==> src/rtl/cci_mpf_req_limit_pkg.sv <==
// +----------------------------------------------------------------------------+
// | cci_mpf_req_limit_pkg: shared types and helpers for the c0 request limiter  |
// | Rev 1.0                                                                    |
// +----------------------------------------------------------------------------+
`default_nettype none

package cci_mpf_req_limit_pkg;

  typedef logic [1:0] t_req_limit_state;

  localparam t_req_limit_state RUN     = 2'd0;
  localparam t_req_limit_state STALL   = 2'd1;
  localparam t_req_limit_state DRAIN   = 2'd2;
  localparam t_req_limit_state DRAINED = 2'd3;

  // cl_len field position inside the c0 request header
  localparam int CL_LEN_LSB = 68;

  // Lines consumed by a request: encoding 2 deliberately costs 3
  function automatic logic [2:0] cl_len_cost(input logic [1:0] cl_len);
    return {1'b0, cl_len} + 3'd1;
  endfunction

endpackage

`default_nettype wire

==> src/rtl/cci_mpf_shim_req_limit_if.sv <==
// +----------------------------------------------------------------------------+
// | cci_mpf_shim_req_limit_if: c0 request channel (valid/hdr/almost_full)      |
// | Rev 1.0                                                                    |
// +----------------------------------------------------------------------------+
`default_nettype none

interface cci_mpf_shim_req_limit_if #(
  parameter int HDR_WIDTH = 74
);
  logic                 c0_valid;
  logic [HDR_WIDTH-1:0] c0_hdr;
  logic                 c0_almost_full;

  modport master (output c0_valid, output c0_hdr, input  c0_almost_full);
  modport slave  (input  c0_valid, input  c0_hdr, output c0_almost_full);
endinterface

`default_nettype wire

==> src/rtl/cci_mpf_req_limit_fifo.sv <==
// +----------------------------------------------------------------------------+
// | cci_mpf_req_limit_fifo: synchronous ingress FIFO with occupancy output     |
// | Rev 1.0                                                                    |
// +----------------------------------------------------------------------------+
`default_nettype none

module cci_mpf_req_limit_fifo #(
  parameter int WIDTH = 74,
  parameter int DEPTH = 4
) (
  input  logic                     clk,
  input  logic                     reset,
  input  logic                     push,
  input  logic [WIDTH-1:0]         din,
  input  logic                     pop,
  output logic [WIDTH-1:0]         dout,
  output logic                     empty,
  output logic [$clog2(DEPTH):0]   count
);
  localparam int PW = $clog2(DEPTH);
  localparam logic [PW:0] C_FULL = (PW+1)'(DEPTH);

  logic [WIDTH-1:0] r_mem [DEPTH];
  logic [PW-1:0]    r_wr_ptr;
  logic [PW-1:0]    r_rd_ptr;
  logic [PW:0]      r_count;
  logic             w_push;
  logic             w_pop;

  assign w_push = push && (r_count != C_FULL);
  assign w_pop  = pop && (r_count != '0);

  always_ff @(posedge clk) begin
    if (reset) begin
      r_wr_ptr <= '0;
      r_rd_ptr <= '0;
      r_count  <= '0;
    end else begin
      if (w_push) r_wr_ptr <= r_wr_ptr + 1'b1;
      if (w_pop)  r_rd_ptr <= r_rd_ptr + 1'b1;
      r_count <= r_count + (PW+1)'(w_push) - (PW+1)'(w_pop);
    end
  end

  always_ff @(posedge clk) begin
    if (w_push) r_mem[r_wr_ptr] <= din;
  end

  assign dout  = r_mem[r_rd_ptr];
  assign empty = (r_count == '0);
  assign count = r_count;

endmodule

`default_nettype wire

==> src/rtl/cci_mpf_shim_req_limit.sv <==
// +----------------------------------------------------------------------------+
// | cci_mpf_shim_req_limit: caps outstanding c0 read lines, with drain control |
// | Optional: CCI_MPF_SHIM_REQ_LIMIT_STATS_EN enables stat_stall_cycles        |
// | Rev 1.0                                                                    |
// +----------------------------------------------------------------------------+
`default_nettype none

module cci_mpf_shim_req_limit
  import cci_mpf_req_limit_pkg::*;
#(
  parameter int MAX_ACTIVE_REQS = 128,
  parameter int HDR_WIDTH       = 74,
  parameter int FIFO_DEPTH      = 4
) (
  input  logic                                clk,
  input  logic                                reset,
  cci_mpf_shim_req_limit_if.slave             afu,
  cci_mpf_shim_req_limit_if.master            fiu,
  input  logic                                fiu_rx_rd_valid,
  input  logic [$clog2(MAX_ACTIVE_REQS):0]    cfg_max_active,
  input  logic                                drain_req,
  output logic                                drain_done,
  output logic [$clog2(MAX_ACTIVE_REQS):0]    stat_active,
  output logic [31:0]                         stat_stall_cycles,
  output logic                                err_underflow
);
  localparam int AW = $clog2(MAX_ACTIVE_REQS) + 1;
  localparam int OW = $clog2(FIFO_DEPTH) + 1;
  localparam int SW = AW + 3;
  localparam logic [AW-1:0] C_MAX   = AW'(MAX_ACTIVE_REQS);
  localparam logic [OW-1:0] C_DEPTH = OW'(FIFO_DEPTH);
  localparam logic [OW-1:0] C_AF    = OW'(FIFO_DEPTH - 2);

  t_req_limit_state     r_state, w_state_next;
  logic [AW-1:0]        r_active, w_active_next, w_limit;
  logic                 r_err, r_afu_af, r_fiu_valid;
  logic [HDR_WIDTH-1:0] r_fiu_hdr, w_head;
  logic [OW-1:0]        w_occ, w_occ_next;
  logic [2:0]           w_cost;
  logic                 w_empty, w_push, w_ready, w_fits, w_issue, w_underflow;

  cci_mpf_req_limit_fifo #(
    .WIDTH (HDR_WIDTH),
    .DEPTH (FIFO_DEPTH)
  ) u_fifo (
    .clk   (clk),
    .reset (reset),
    .push  (afu.c0_valid),
    .din   (afu.c0_hdr),
    .pop   (w_issue),
    .dout  (w_head),
    .empty (w_empty),
    .count (w_occ)
  );

  assign w_limit = (cfg_max_active == '0 || cfg_max_active > C_MAX) ? C_MAX : cfg_max_active;
  assign w_cost  = cl_len_cost(w_head[CL_LEN_LSB +: 2]);
  assign w_fits  = ({3'b000, r_active} + SW'(w_cost)) <= {3'b000, w_limit};
  assign w_ready = !w_empty && !fiu.c0_almost_full;
  assign w_issue = (r_state == RUN) && w_ready && w_fits;

  // A beat with nothing outstanding is flagged and otherwise ignored
  assign w_underflow   = fiu_rx_rd_valid && (r_active == '0);
  assign w_active_next = r_active + (w_issue ? AW'(w_cost) : AW'(0))
                         - ((fiu_rx_rd_valid && !w_underflow) ? AW'(1) : AW'(0));

  assign w_push     = afu.c0_valid && (w_occ != C_DEPTH);
  assign w_occ_next = w_occ + OW'(w_push) - OW'(w_issue);

  always_comb begin
    w_state_next = r_state;
    case (r_state)
      RUN:     if (drain_req) w_state_next = DRAIN;
               else if (w_ready && !w_fits) w_state_next = STALL;
      STALL:   if (drain_req) w_state_next = DRAIN;
               else if (w_fits) w_state_next = RUN;
      DRAIN:   if (w_active_next == '0) w_state_next = DRAINED;
      DRAINED: if (!drain_req) w_state_next = RUN;
      default: w_state_next = RUN;
    endcase
  end

  always_ff @(posedge clk) begin
    if (reset) begin
      r_state     <= RUN;
      r_active    <= '0;
      r_err       <= 1'b0;
      r_afu_af    <= 1'b0;
      r_fiu_valid <= 1'b0;
      r_fiu_hdr   <= '0;
    end else begin
      r_state     <= w_state_next;
      r_active    <= w_active_next;
      r_err       <= r_err | w_underflow;
      // Based on next occupancy so the AFU may still send two more safely
      r_afu_af    <= (w_occ_next >= C_AF);
      r_fiu_valid <= w_issue;
      if (w_issue) r_fiu_hdr <= w_head;
    end
  end

`ifdef CCI_MPF_SHIM_REQ_LIMIT_STATS_EN
  logic [31:0] r_stall_cycles;

  always_ff @(posedge clk) begin
    if (reset) begin
      r_stall_cycles <= '0;
    end else if (r_state == STALL && r_stall_cycles != 32'hFFFF_FFFF) begin
      r_stall_cycles <= r_stall_cycles + 32'd1;
    end
  end

  assign stat_stall_cycles = r_stall_cycles;
`else
  assign stat_stall_cycles = 32'd0;
`endif

  assign afu.c0_almost_full = r_afu_af;
  assign fiu.c0_valid       = r_fiu_valid;
  assign fiu.c0_hdr         = r_fiu_hdr;
  assign drain_done         = (r_state == DRAINED);
  assign stat_active        = r_active;
  assign err_underflow      = r_err;

endmodule

`default_nettype wire

==> src/flat_wrapper.sv <==
// flat-port wrapper written by rule: the top's interface ports become plain ports
module cci_mpf_shim_req_limit_flat import cci_mpf_req_limit_pkg::*;
#(
  parameter int MAX_ACTIVE_REQS = 128,
  parameter int HDR_WIDTH       = 74,
  parameter int FIFO_DEPTH      = 4
)
  (clk, reset, fiu_rx_rd_valid, cfg_max_active, drain_req, drain_done, stat_active, stat_stall_cycles, err_underflow, afu_c0_valid, afu_c0_hdr, afu_c0_almost_full, fiu_c0_valid, fiu_c0_hdr, fiu_c0_almost_full);
  cci_mpf_shim_req_limit_if #(.HDR_WIDTH(HDR_WIDTH)) afu_i ();
  cci_mpf_shim_req_limit_if #(.HDR_WIDTH(HDR_WIDTH)) fiu_i ();
  input  logic clk;
  input  logic reset;
  input  logic fiu_rx_rd_valid;
  input  logic [$clog2(MAX_ACTIVE_REQS):0] cfg_max_active;
  input  logic drain_req;
  output logic drain_done;
  output logic [$clog2(MAX_ACTIVE_REQS):0] stat_active;
  output logic [31:0] stat_stall_cycles;
  output logic err_underflow;
  input wire logic [$bits(afu_i.c0_valid)-1:0] afu_c0_valid;
  input wire logic [$bits(afu_i.c0_hdr)-1:0] afu_c0_hdr;
  output wire logic [$bits(afu_i.c0_almost_full)-1:0] afu_c0_almost_full;
  output wire logic [$bits(fiu_i.c0_valid)-1:0] fiu_c0_valid;
  output wire logic [$bits(fiu_i.c0_hdr)-1:0] fiu_c0_hdr;
  input wire logic [$bits(fiu_i.c0_almost_full)-1:0] fiu_c0_almost_full;
  assign afu_i.c0_valid = afu_c0_valid;
  assign afu_i.c0_hdr = afu_c0_hdr;
  assign afu_c0_almost_full = afu_i.c0_almost_full;
  assign fiu_c0_valid = fiu_i.c0_valid;
  assign fiu_c0_hdr = fiu_i.c0_hdr;
  assign fiu_i.c0_almost_full = fiu_c0_almost_full;
  cci_mpf_shim_req_limit #(.MAX_ACTIVE_REQS(MAX_ACTIVE_REQS), .HDR_WIDTH(HDR_WIDTH), .FIFO_DEPTH(FIFO_DEPTH)) u_core (.clk(clk), .reset(reset), .afu(afu_i), .fiu(fiu_i), .fiu_rx_rd_valid(fiu_rx_rd_valid), .cfg_max_active(cfg_max_active), .drain_req(drain_req), .drain_done(drain_done), .stat_active(stat_active), .stat_stall_cycles(stat_stall_cycles), .err_underflow(err_underflow));
endmodule
==> config.mk <==
export PLATFORM = sky130hd
export DESIGN_NAME = cci_mpf_shim_req_limit_flat
export DESIGN_NICKNAME = d
export VERILOG_FILES = /design/src/rtl/cci_mpf_req_limit_pkg.sv /design/src/rtl/cci_mpf_shim_req_limit_if.sv /design/src/rtl/cci_mpf_req_limit_fifo.sv /design/src/rtl/cci_mpf_shim_req_limit.sv /design/src/flat_wrapper.sv
export SDC_FILE = /design/constraint.sdc
export NUM_CORES = 1
export LEC_CHECK = 0
export ABC_AREA = 1
export BUFFER_PORTS_ARGS = -buffer_cell sky130_fd_sc_hd__buf_2
export CAP_MARGIN = 20
export CORE_ASPECT_RATIO = 1.75
export CORE_MARGIN = 3
export CORE_UTILIZATION = 57
export DETAILED_ROUTE_END_ITERATION = 6
export MAX_ROUTING_LAYER = met4
export PLACE_DENSITY = 0.79
export SETUP_SLACK_MARGIN = 0.05
export SLEW_MARGIN = 25
export SYNTH_ARGS = -nofsm -noshare
export SYNTH_HDL_FRONTEND = slang
export SYNTH_SLANG_ARGS = --single-unit
==> constraint.sdc <==
create_clock -name clk -period 6.57 [get_ports clk]
set_input_delay 0.657 -clock clk [delete_from_list [all_inputs] [get_ports clk]]
set_output_delay 0.657 -clock clk [all_outputs]
set_load 0.005 [all_outputs]
==> impl_metrics.csv, run 1 <==
group,metric,value,unit
yosys,ys_warn_count,0,
grt,grt_antenna_before_repair,10,
clock_tree,cts_root_buf,"clkbuf_16",
timing,fmax,183,MHz
critical_path,cp_data_arrival_time,5.91,ns
yosys,synth_cells,1359,
pwr,seqPwrFrac,46.9,%
placement,dp_hpwl,19900,µm
clock_tree,cts.clk_slew.worst_paths,0.07,ns
clock_tree,cts_sinks,392,
critical_path,worstRegToRegCells,34,
pwr,peakVddDrop,0.271,mV
clock_tree,cts-resized-gates,0,
floorplanning,start_util,58.2,%
layout,layout_common_cells,"nor2_1 (329), edfxtp_1 (296), o21ai_0 (215)",
layout,utilization,66.4,%
critical_path,crit_type,"register to register",
timing,worst_pin_slew,0.975,ns
routing,first_pass_iters,5,
timing,fin_crit,5.46,ns
clock_tree,hold_buffers,0,
routing,wirelength,33800,µm
yosys,yosysSeqAreaShare,69.4,%
critical_path,start_kind,"register",
routing,antenna_left,0,
clock_tree,h-tree-depth,2,
timing,final-setup-viol-count,0,
pwr,p_comb_share,22.1,%
yosys,synth_top_cell_area_share,57.1,%
min_path,hold_end,"u_core.u_fifo.r_mem[3][40]$_DFFE_PP_",
layout,layout.nets,1635,
yosys,synth.avg_cell_area,11.5,µm²
routing,drcViolationCount,0,
placement,place_congestion,0.890,
min_path,min_path_cells,1,
timing,hold_slack,0.353,ns
layout,layout_commonest_cell,"nor2_1",
layout,final_design_area_no_fill,17800,µm²
placement,io_buffer_count,173,
yosys,synth_cell_types,29,
yosys,synth_seq_cells,392,
timing,timing.setup.tns,0,ns
critical_path,cp-end-kind,"register",
pwr,cellLeakagePower,6.84,nW
floorplanning,top_level_ports,206,
pwr,p_per_area,375,nW/µm²
routing,wl_met2,18200,µm
pwr,p_sw,1.98,mW
timing,setup_ws,1.11,ns
floorplanning,die_h,225,µm
critical_path,r2r_end,"u_core.r_state[0]$_SDFFE_PP0P_",
routing,via_count,10500,
routing,vias_per_cell,5.51,
yosys,syn_area,15600,µm²
grt,gr-total-overflow,0,
critical_path,rrSetupSlack,1.11,ns
clock_tree,clock_latency,0.52,ns
routing,routed.top_layer,"met4",
placement,dp_worst_setup_slack,1.14,ns
routing,wl_per_cell,17.7,µm
pwr,p_int,4.69,mW
floorplanning,coreArea,26800,µm²
timing,min_period_over_period,83.2,%
clock_tree,clockBufferDepth,3,
grt,grt_max_degree,102,
critical_path,critPathRequiredTime,7.02,ns
yosys,yosysTopAreaCell,"edfxtp_1",
layout,syn_to_final_growth,14.2,%
clock_tree,cts_tree,"yes",
clock_tree,numCtsBuffers,34,
grt,gr-usage-all-layers,23.5,%
routing,drt-met1-wl,12500,µm
grt,grt_pass1_vias,10400,
floorplanning,dieArea,29400,µm²
routing,drtIter0Drc,803,
pwr,swShare,29.7,%
timing,report.final.hold_viol_count,0,
pwr,clock_power_share,31.0,%
critical_path,slowest_delay,0.40,ns
critical_path,cp_common_cell,"nand2_1",
critical_path,cp_max_fo,57,
run_status,status,"finished clean",
layout,drive_above_1_share,16.6,%
floorplanning,die_x,131,µm
min_path,hp-start,"afu_c0_hdr[40]",
timing,fin_skew,0.0109,ns
placement,dpl-instance-area,16600,µm²
timing,grt_setup_unrepaired,"no",
critical_path,slowest_stage,"inv_4",
yosys,yosys-top-cells-area,"edfxtp_1 (57%), dfxtp_1 (12%), nor2_1 (8.0%)",
run,drv_cap,0,
grt,grt_pass1_wl,52000,µm
timing,slew_headroom,35.0,%
routing,wl_met3,2080,µm
clock_tree,cts_setup_buffers,0,
timing,finalMaxSlewViolations,0,
floorplanning,fp-row-count,79,
min_path,hold_class,"input port to register",
critical path: cells and delay by family (launching register included):
kind	cells	cell delay, ns
AOI/OAI and AO/OA	4	0.95
xor gates and xnor gates	1	0.15
adders and majority gates	5	1.41
buffers and inverters	5	0.70
DFF	1	0.38
and+or+nand+nor	19	1.82
power by group through the flow:
| stage | sequential, mW | combinational (mW) | clock (mW) |
|---|---|---|---|
| 2_1_floorplan | 3.16 | 1.00 | 0 |
| 3_3_place_gp | 3.17 | 1.42 | 0 |
| 4_1_cts | 3.13 | 1.49 | 2.10 |
| 3_5_place_dp | 3.18 | 1.47 | 0 |
| 6_report | 3.13 | 1.47 | 2.07 |
| 5_1_grt | 3.15 | 1.68 | 2.21 |
cells by family after synthesis:
family                     synth area share (%)
and+or+nand+nor                            10.5
AOI/OAI and AO/OA                          11.2
xor gates and xnor gates                  0.394
DFF                                        69.4
other                                    0.0241
adders and majority gates                  3.31
buffers and inverters                      5.16
per-stage QoR:
stage,cells,total power [mW]
floorplan,1390,4.16
global placement,1835,4.60
detailed placement,1835,4.65
CTS,1896,6.71
global route,1906,7.04
finish,1907,6.67
final cells by class:
| type | instances | area [µm²] |
|---|---|---|
| fillers | 1986 | 9000 |
| well taps | 364 | 455 |
| repair buffers | 186 | 963 |
| clock buffers | 39 | 901 |
| multi-input cells | 828 | 4110 |
| clock inverters | 22 | 264 |
| flip-flops and latches | 392 | 10800 |
| diodes | 11 | 27.5 |
| inverters | 65 | 246 |
how the worst max path moves through the flow:
stage | from | to | slack, ns | cells past startpoint
floorplan | register | u_core.r_state[0]$_SDFFE_PP0P_ | 1.48 | 34
detailed placement | register | u_core.r_state[0]$_SDFFE_PP0P_ | 1.14 | 34
global placement | register | u_core.r_state[0]$_SDFFE_PP0P_ | 1.29 | 32
global route | register | u_core.r_state[0]$_SDFFE_PP0P_ | 0.50 | 35
CTS | register | u_core.r_state[0]$_SDFFE_PP0P_ | 1.11 | 34
finish | register | u_core.r_state[0]$_SDFFE_PP0P_ | 1.11 | 34
registers in the layout (all words and copies together), names as in the netlist, named ones only:
register,cells
u_core.fiu.c0_valid,1
u_core.r_state,2
u_core.stat_active,8
u_core.err_underflow,1
u_core.u_fifo.r_rd_ptr,2
u_core.u_fifo.r_mem,296
u_core.u_fifo.r_wr_ptr,2
u_core.fiu.c0_hdr,74
u_core.afu.c0_almost_full,1
u_core.u_fifo.count,3
synthesized netlist by cell type:
library cell and count:
a21boi_0 2, a21boi_4 1, a21oi_1 22, a31oi_1 73, a32oi_1 1, and2_1 1, buf_1 13, buf_2 13
buf_4 40, clkbuf_1 39, conb_1 1, dfxtp_1 96, edfxtp_1 296, fa_1 2, ha_1 38, inv_1 65
nand2_1 61, nand3_1 16, nand3b_1 1, nand4_1 2, nor2_1 333, nor3_1 2, nor4_1 2, o21ai_0 215
o21ai_1 12, o22ai_1 1, or2_1 1, or2_2 3, xor2_1 7
routing by layer:
metal,vias up,GRT usage (%)
met5,-,-
li1,4995,-
met4,0,10.3
met1,5104,25.9
met2,330,40.9
met3,74,4.37
No activity file was read; power rests on OpenSTA's default activity.
==> run 2, diff against run 1 <==
- ABC_AREA: 1 -> 0
- clock period: 6.57 -> 5.5 ns (I/O delays scaled with it)
==> run 2 against run 1 <==
Effect of this change: critical path depth down 13; core utilization up 0.48 points; clock skew up 0.0039 ns; critical path type unchanged.
==> impl_metrics.csv, run 2 <==
group,metric,value,unit
pwr,swShare,27.9,%
timing,fmax,195,MHz
grt,grt_pass1_wl,47900,µm
grt,gr-usage-all-layers,22.6,%
routing,drtIter0Drc,475,
yosys,ys_warn_count,0,
routing,via_count,8280,
yosys,synth_mux_area_share,11.0,%
pwr,p_comb_share,23.7,%
routing,first_pass_iters,6,
placement,dp_hpwl,18100,µm
routing,antenna_left,0,
floorplanning,die_h,222,µm
timing,worst_pin_slew,0.969,ns
floorplanning,coreArea,26100,µm²
yosys,yosysTopAreaCell,"edfxtp_1",
yosys,async_reset_ff_share,0,%
min_path,hp-start,"afu_c0_hdr[47]",
grt,gr-total-overflow,0,
layout,largest_register,"u_core.u_fifo.r_mem",
clock_tree,clockBufferDepth,3,
critical_path,critPathRequiredTime,5.93,ns
clock_tree,numCtsBuffers,35,
layout,drive_above_1_share,28.4,%
critical_path,rrSetupSlack,0.37,ns
timing,finalMaxSlewViolations,0,
clock_tree,cts_tree,"yes",
yosys,synth_top_cells_by_count,"edfxtp_1 (296), nand2_1 (153), dfxtp_1 (96), a21oi_1 (81), mux4_2 (74)",
critical_path,cp_data_arrival_time,5.57,ns
timing,fin_crit,5.13,ns
layout,syn_to_final_growth,14.7,%
placement,place_congestion,0.866,
clock_tree,cts_sinks,392,
critical_path,crit_type,"register to register",
yosys,synth.avg_cell_area,16.0,µm²
yosys,synth-compound-area-share,3.76,%
yosys,synthXorXnorAreaFrac,0.922,%
yosys,synth_cell_types,48,
min_path,hold_end,"u_core.u_fifo.r_mem[0][47]$_DFFE_PP_",
layout,largest_reg_flops,296,
run_status,status,"finished clean",
grt,grt_max_degree,77,
pwr,cellLeakagePower,6.29,nW
grt,grt_pass1_vias,8836,
critical_path,cp-end-kind,"register",
pwr,peakVddDrop,0.365,mV
floorplanning,fp-row-count,78,
critical_path,worstRegToRegCells,21,
grt,grt_antenna_before_repair,13,
timing,timing.setup.tns,0,ns
clock_tree,clock_latency,0.52,ns
clock_tree,h-tree-depth,2,
timing,hold_slack,0.240,ns
yosys,yosysSeqAreaShare,71.2,%
pwr,p_per_area,458,nW/µm²
critical_path,cp_max_fo,4,
yosys,synth_top_family_by_area,"multiplexers",
yosys,synth_edf_count,296,
yosys,yosys-top-cells-area,"edfxtp_1 (59%), dfxtp_1 (13%), mux4_2 (11%)",
timing,final-setup-viol-count,0,
timing,min_period_over_period,93.3,%
min_path,hold_class,"input port to register",
layout,layout.nets,1255,
clock_tree,cts.clk_slew.worst_paths,0.06,ns
layout,layout_common_cells,"edfxtp_1 (296), buf_2 (172), nand2_1 (153)",
pwr,clock_power_share,29.3,%
clock_tree,cts_root_buf,"clkbuf_16",
timing,slew_headroom,35.4,%
routing,wirelength,30800,µm
pwr,seqPwrFrac,47.0,%
floorplanning,start_util,58.3,%
placement,io_buffer_count,173,
floorplanning,die_x,129,µm
run,drv_cap,0,
routing,wl_per_cell,20.7,µm
critical_path,start_kind,"register",
critical_path,r2r_end,"u_core.r_state[0]$_SDFFE_PP0P_",
yosys,synth_top_cell_area_share,58.5,%
min_path,min_path_cells,1,
yosys,synth-simple-area-share,6.14,%
floorplanning,dieArea,28700,µm²
pwr,p_sw,2.23,mW
floorplanning,top_level_ports,206,
yosys,syn_area,15200,µm²
layout,layout_commonest_cell,"edfxtp_1",
pwr,p_int,5.76,mW
timing,report.final.hold_viol_count,0,
timing,fin_skew,0.0147,ns
yosys,ys.flop_type,"edfxtp_1",
yosys,yosysMostFrequentCell,"edfxtp_1",
routing,vias_per_cell,5.57,
timing,grt_setup_unrepaired,"no",
routing,drcViolationCount,0,
yosys,synth_seq_cells,392,
yosys,synth_cells,947,
yosys,synth_adder_area_share,3.39,%
[run 2: cell count changes in the layout (fill, tap and decap cells not counted), moves of 12 or more]
cell | previous run | this run
inv_1 | 62 | 25
o21ai_1 | 12 | 0
a21oi_1 | 22 | 79
nor2_1 | 329 | 26
nand2_1 | 61 | 153
xnor2_1 | 0 | 13
o21ai_0 | 215 | 3
a31oi_1 | 73 | 2
mux4_2 | 0 | 74
[run 2: repair_timing]
item                                    CTS  global route
endpoints found under the hold margin     0             0
buffers inserted                          0             2
endpoints found under the setup margin    0             2
gates resized for setup                   0             4
hold buffers                              0             0
[run 2: kinds of logic after synthesis]
kind of cell             count (synthesis)
multiplexers                            75
buffers and inverters                  101
adder cells (fa/ha/maj)                 40
AO/OA/AOI/OAI                          102
other                                    1
AND/OR/NAND/NOR                        220
flip-flops                             392
XOR/XNOR                                16
[run 2: area by class of cell]
cell class                 instances  area [µm²]
sequential                       392       10800
fill                            1805        8630
multi-input combinational        485        4000
clock buffer                      51        1010
timing repair buffer             187         973
tap                              320         400
inverter                          26        97.6
clock inverter                    12        93.8
antenna                           13        32.5
[run 2: metal layers]
layer | track usage, % | vias to the layer above | wire (µm)
met4 | 9.90 | 0 | 1060
met2 | 38.9 | 256 | 17100
met3 | 3.74 | 57 | 1590
met1 | 25.7 | 4137 | 11100
met5 | - | - | 0
li1 | - | 3830 | -
[run 2: worst max-delay path by stage]
stage | slack [ns] | end
2_1_floorplan | 0.05 | u_core.r_state[0]$_SDFFE_PP0P_
3_3_place_gp | 0.20 | u_core.r_state[0]$_SDFFE_PP0P_
3_5_place_dp | 0.12 | u_core.r_state[0]$_SDFFE_PP0P_
4_1_cts | 0.08 | u_core.r_state[0]$_SDFFE_PP0P_
5_1_grt | 0.009 | u_core.r_state[0]$_SDFFE_PP0P_
6_report | 0.37 | u_core.r_state[0]$_SDFFE_PP0P_
[run 2: worst max-delay path, cell delays in order, from the launching register on]
cell       delay [ns]
dfxtp_4          0.36
mux4_2           0.56
ha_4             0.29
fa_1             0.42
a21o_1           0.24
nand3_1          0.10
xnor2_1          0.13
ha_1             0.26
and3_1           0.23
a221oi_2         0.27
o2bb2ai_2        0.18
nand3_4          0.12
inv_2            0.08
nand2_1          0.06
ha_1             0.32
fa_2             0.41
nand2b_1         0.17
a21oi_2          0.19
nand2_1          0.09
a311oi_2         0.30
nand4b_1         0.13
a31oi_1          0.17
[run 2: power by group through the flow]
stage	sequential (mW)	combinational, mW	clock, mW
after floorplan	3.78	1.33	0
after global placement	3.79	1.82	0
after detailed placement	3.81	1.86	0
after CTS	3.75	1.88	2.39
after global routing	3.78	2.12	2.51
final	3.75	1.89	2.34
[run 2: through the flow]
stage | setup slack [ns] | cell area, µm² | util (%) | power [mW] | instances
detailed placement | 0.120 | 16300 | 62.4 | 5.68 | 1408
finish | 0.366 | 17400 | 66.9 | 7.98 | 1486
global route | 0.00921 | 17400 | 66.9 | 8.42 | 1486
global placement | 0.199 | 16300 | 62.4 | 5.61 | 1408
CTS | 0.0845 | 17400 | 66.6 | 8.02 | 1471
floorplan | 0.0513 | 15300 | - | 5.11 | 978
==> run 3, diff against run 2 <==
- ABC_AREA: 0 -> 1
==> run 3 against run 2 <==
Effect of this change: critical path depth is 13 higher; combinational power is 5% lower; clock skew is 0.0019 ns higher; cell count is 29% higher; first-iteration DRC count is 54% higher; register-to-register slack better by 0.14 ns; count of clock-buffer cells in the layout is 8 lower; final area is 2.4% higher; flip-flop and latch count stayed put; power is 1.1% lower; critical path type unchanged; critical endpoint unchanged.
==> impl_metrics.csv, run 3 (synthesis gave the netlist of run 1 again) <==
group,metric,value,unit
clock_tree,numCtsBuffers,35,
placement,io_buffer_count,173,
grt,grt_antenna_before_repair,10,
pwr,seqPwrFrac,47.2,%
pwr,clock_power_share,30.0,%
pwr,p_int,5.52,mW
floorplanning,top_level_ports,206,
critical_path,cp-end-kind,"register",
layout,syn_to_final_growth,14.5,%
clock_tree,hold_buffers,0,
routing,antenna_left,0,
floorplanning,coreArea,26800,µm²
critical_path,cp_common_cell,"nand2_1",
timing,fin_crit,5.00,ns
floorplanning,start_util,58.2,%
clock_tree,clockBufferDepth,3,
floorplanning,die_h,225,µm
layout,drive_above_1_share,16.9,%
placement,dp_cells,1841,
placement,dp_hpwl,20800,µm
routing,drcViolationCount,0,
timing,timing.setup.tns,0,ns
timing,min_period_over_period,90.9,%
layout,layout.nets,1643,
clock_tree,cts.clk_slew.worst_paths,0.07,ns
critical_path,cp_data_arrival_time,5.45,ns
timing,worst_pin_slew,0.980,ns
min_path,hold_class,"input port to register",
timing,final-setup-viol-count,0,
routing,first_pass_iters,5,
critical_path,slowest_delay,0.39,ns
run,drv_cap,0,
layout,utilization,66.6,%
pwr,p_per_area,442,nW/µm²
pwr,swShare,30.1,%
clock_tree,cts_sinks,392,
timing,fmax,200,MHz
pwr,cellLeakagePower,6.86,nW
pwr,p_sw,2.37,mW
placement,place_congestion,0.956,
pwr,peakVddDrop,0.306,mV
routing,vias_per_cell,5.52,
floorplanning,fp-row-count,79,
floorplanning,die_x,131,µm
timing,slew_headroom,34.7,%
layout,layout_common_cells,"nor2_1 (329), edfxtp_1 (296), o21ai_0 (215)",
critical_path,rrSetupSlack,0.50,ns
clock_tree,clock_latency,0.52,ns
timing,fin_skew,0.0167,ns
critical_path,slowest_stage,"fa_1",
grt,grt_pass1_wl,53000,µm
critical_path,start_kind,"register",
layout,fill_cells,1958,
timing,report.final.hold_viol_count,0,
timing,finalMaxSlewViolations,0,
clock_tree,h-tree-depth,2,
grt,gr-usage-all-layers,24.0,%
layout,layout.cells.non_filler,1916,
routing,wl_per_cell,18.1,µm
timing,grt_setup_unrepaired,"no",
routing,via_count,10600,
layout,largest_register,"u_core.u_fifo.r_mem",
routing,drtIter0Drc,732,
pwr,fin_total_pwr,7.89,mW
critical_path,critPathRequiredTime,5.95,ns
layout,layout_commonest_cell,"nor2_1",
clock_tree,cts_root_buf,"clkbuf_16",
grt,gr-total-overflow,0,
grt,grt_max_degree,106,
clock_tree,cts_tree,"yes",
run_status,status,"finished clean",
grt,grt_pass1_vias,10600,
layout,largest_reg_flops,296,
pwr,p_comb_share,22.8,%
critical_path,cp_max_fo,7,
critical_path,crit_type,"register to register",
routing,wirelength,34700,µm
floorplanning,dieArea,29400,µm²
==> run 3: cell count changes in the layout (fill, tap and decap cells not counted), sizes merged, moves of 13 or more <==
cell,previous run,this run
nor2,26,333
o21ai,3,227
inv,26,68
nand2,153,61
mux4,74,0
a21oi,81,22
xnor2,13,0
a31oi,2,73
==> run 3: path summary, 6_finish.rpt <==
check,startpoint,end,cells after the start
setup / recovery,register,u_core.r_state[0]$_SDFFE_PP0P_,34
hold / removal,afu_c0_hdr[30],u_core.u_fifo.r_mem[1][30]$_DFFE_PP_,1
setup reg to reg,register,u_core.r_state[0]$_SDFFE_PP0P_,34
hold reg to reg,u_core.u_fifo.r_rd_ptr[0]$_SDFFE_PP0P_,u_core.u_fifo.r_rd_ptr[0]$_SDFFE_PP0P_,1
==> run 3: metal layers <==
layer  up-vias  wire, µm  GRT usage [%]
met1      5063     12600           25.9
li1       5019         -              -
met3        83      2470           5.30
met5         -         0              -
met4         0      1350           11.6
met2       403     18300           41.1
==> run 3: repair_timing <==
item	4_1_cts	5_1_grt
endpoints found under the setup margin	0	1
buffers inserted	0	1
resized for setup	0	2
==> run 3: power by group through the flow <==
| stage | clock (mW) | sequential, mW | combinational, mW |
|---|---|---|---|
| after global placement | 0 | 3.78 | 1.72 |
| after floorplan | 0 | 3.77 | 1.20 |
| after detailed placement | 0 | 3.79 | 1.79 |
| after global routing | 2.51 | 3.75 | 2.06 |
| after CTS | 2.39 | 3.73 | 1.80 |
| final | 2.36 | 3.73 | 1.80 |
==> run 3: layout make-up <==
cell class	instances	area, µm²	area share (%)
Sequential cell	392	10800	60.6
Clock buffer	43	946	5.30
Tap cell	364	455	2.55
Multi-Input combinational cell	828	4130	23.1
Inverter	65	246	1.38
Antenna cell	12	30.0	0.168
Clock inverter	19	160	0.897
Timing Repair Buffer	193	1060	5.97
==> run 3: critical path: cells and delay by family, from the launching register on <==
family	cells	cell delay [ns]
AND/OR/NAND/NOR	19	1.78
adder cells (fa/ha/maj)	5	1.40
AO/OA/AOI/OAI	4	0.85
buffers and inverters	5	0.38
flip-flops	1	0.37
XOR/XNOR	1	0.16
==> run 3: per-stage QoR <==
stage	instance area [µm²]	hold slack [ns]	setup slack, ns
after floorplan	15700	0.436	0.413
after global placement	16600	0.449	0.503
after detailed placement	16700	0.472	0.317
after CTS	17800	0.223	0.296
after global routing	17800	0.227	0.0619
final	17800	0.244	0.502
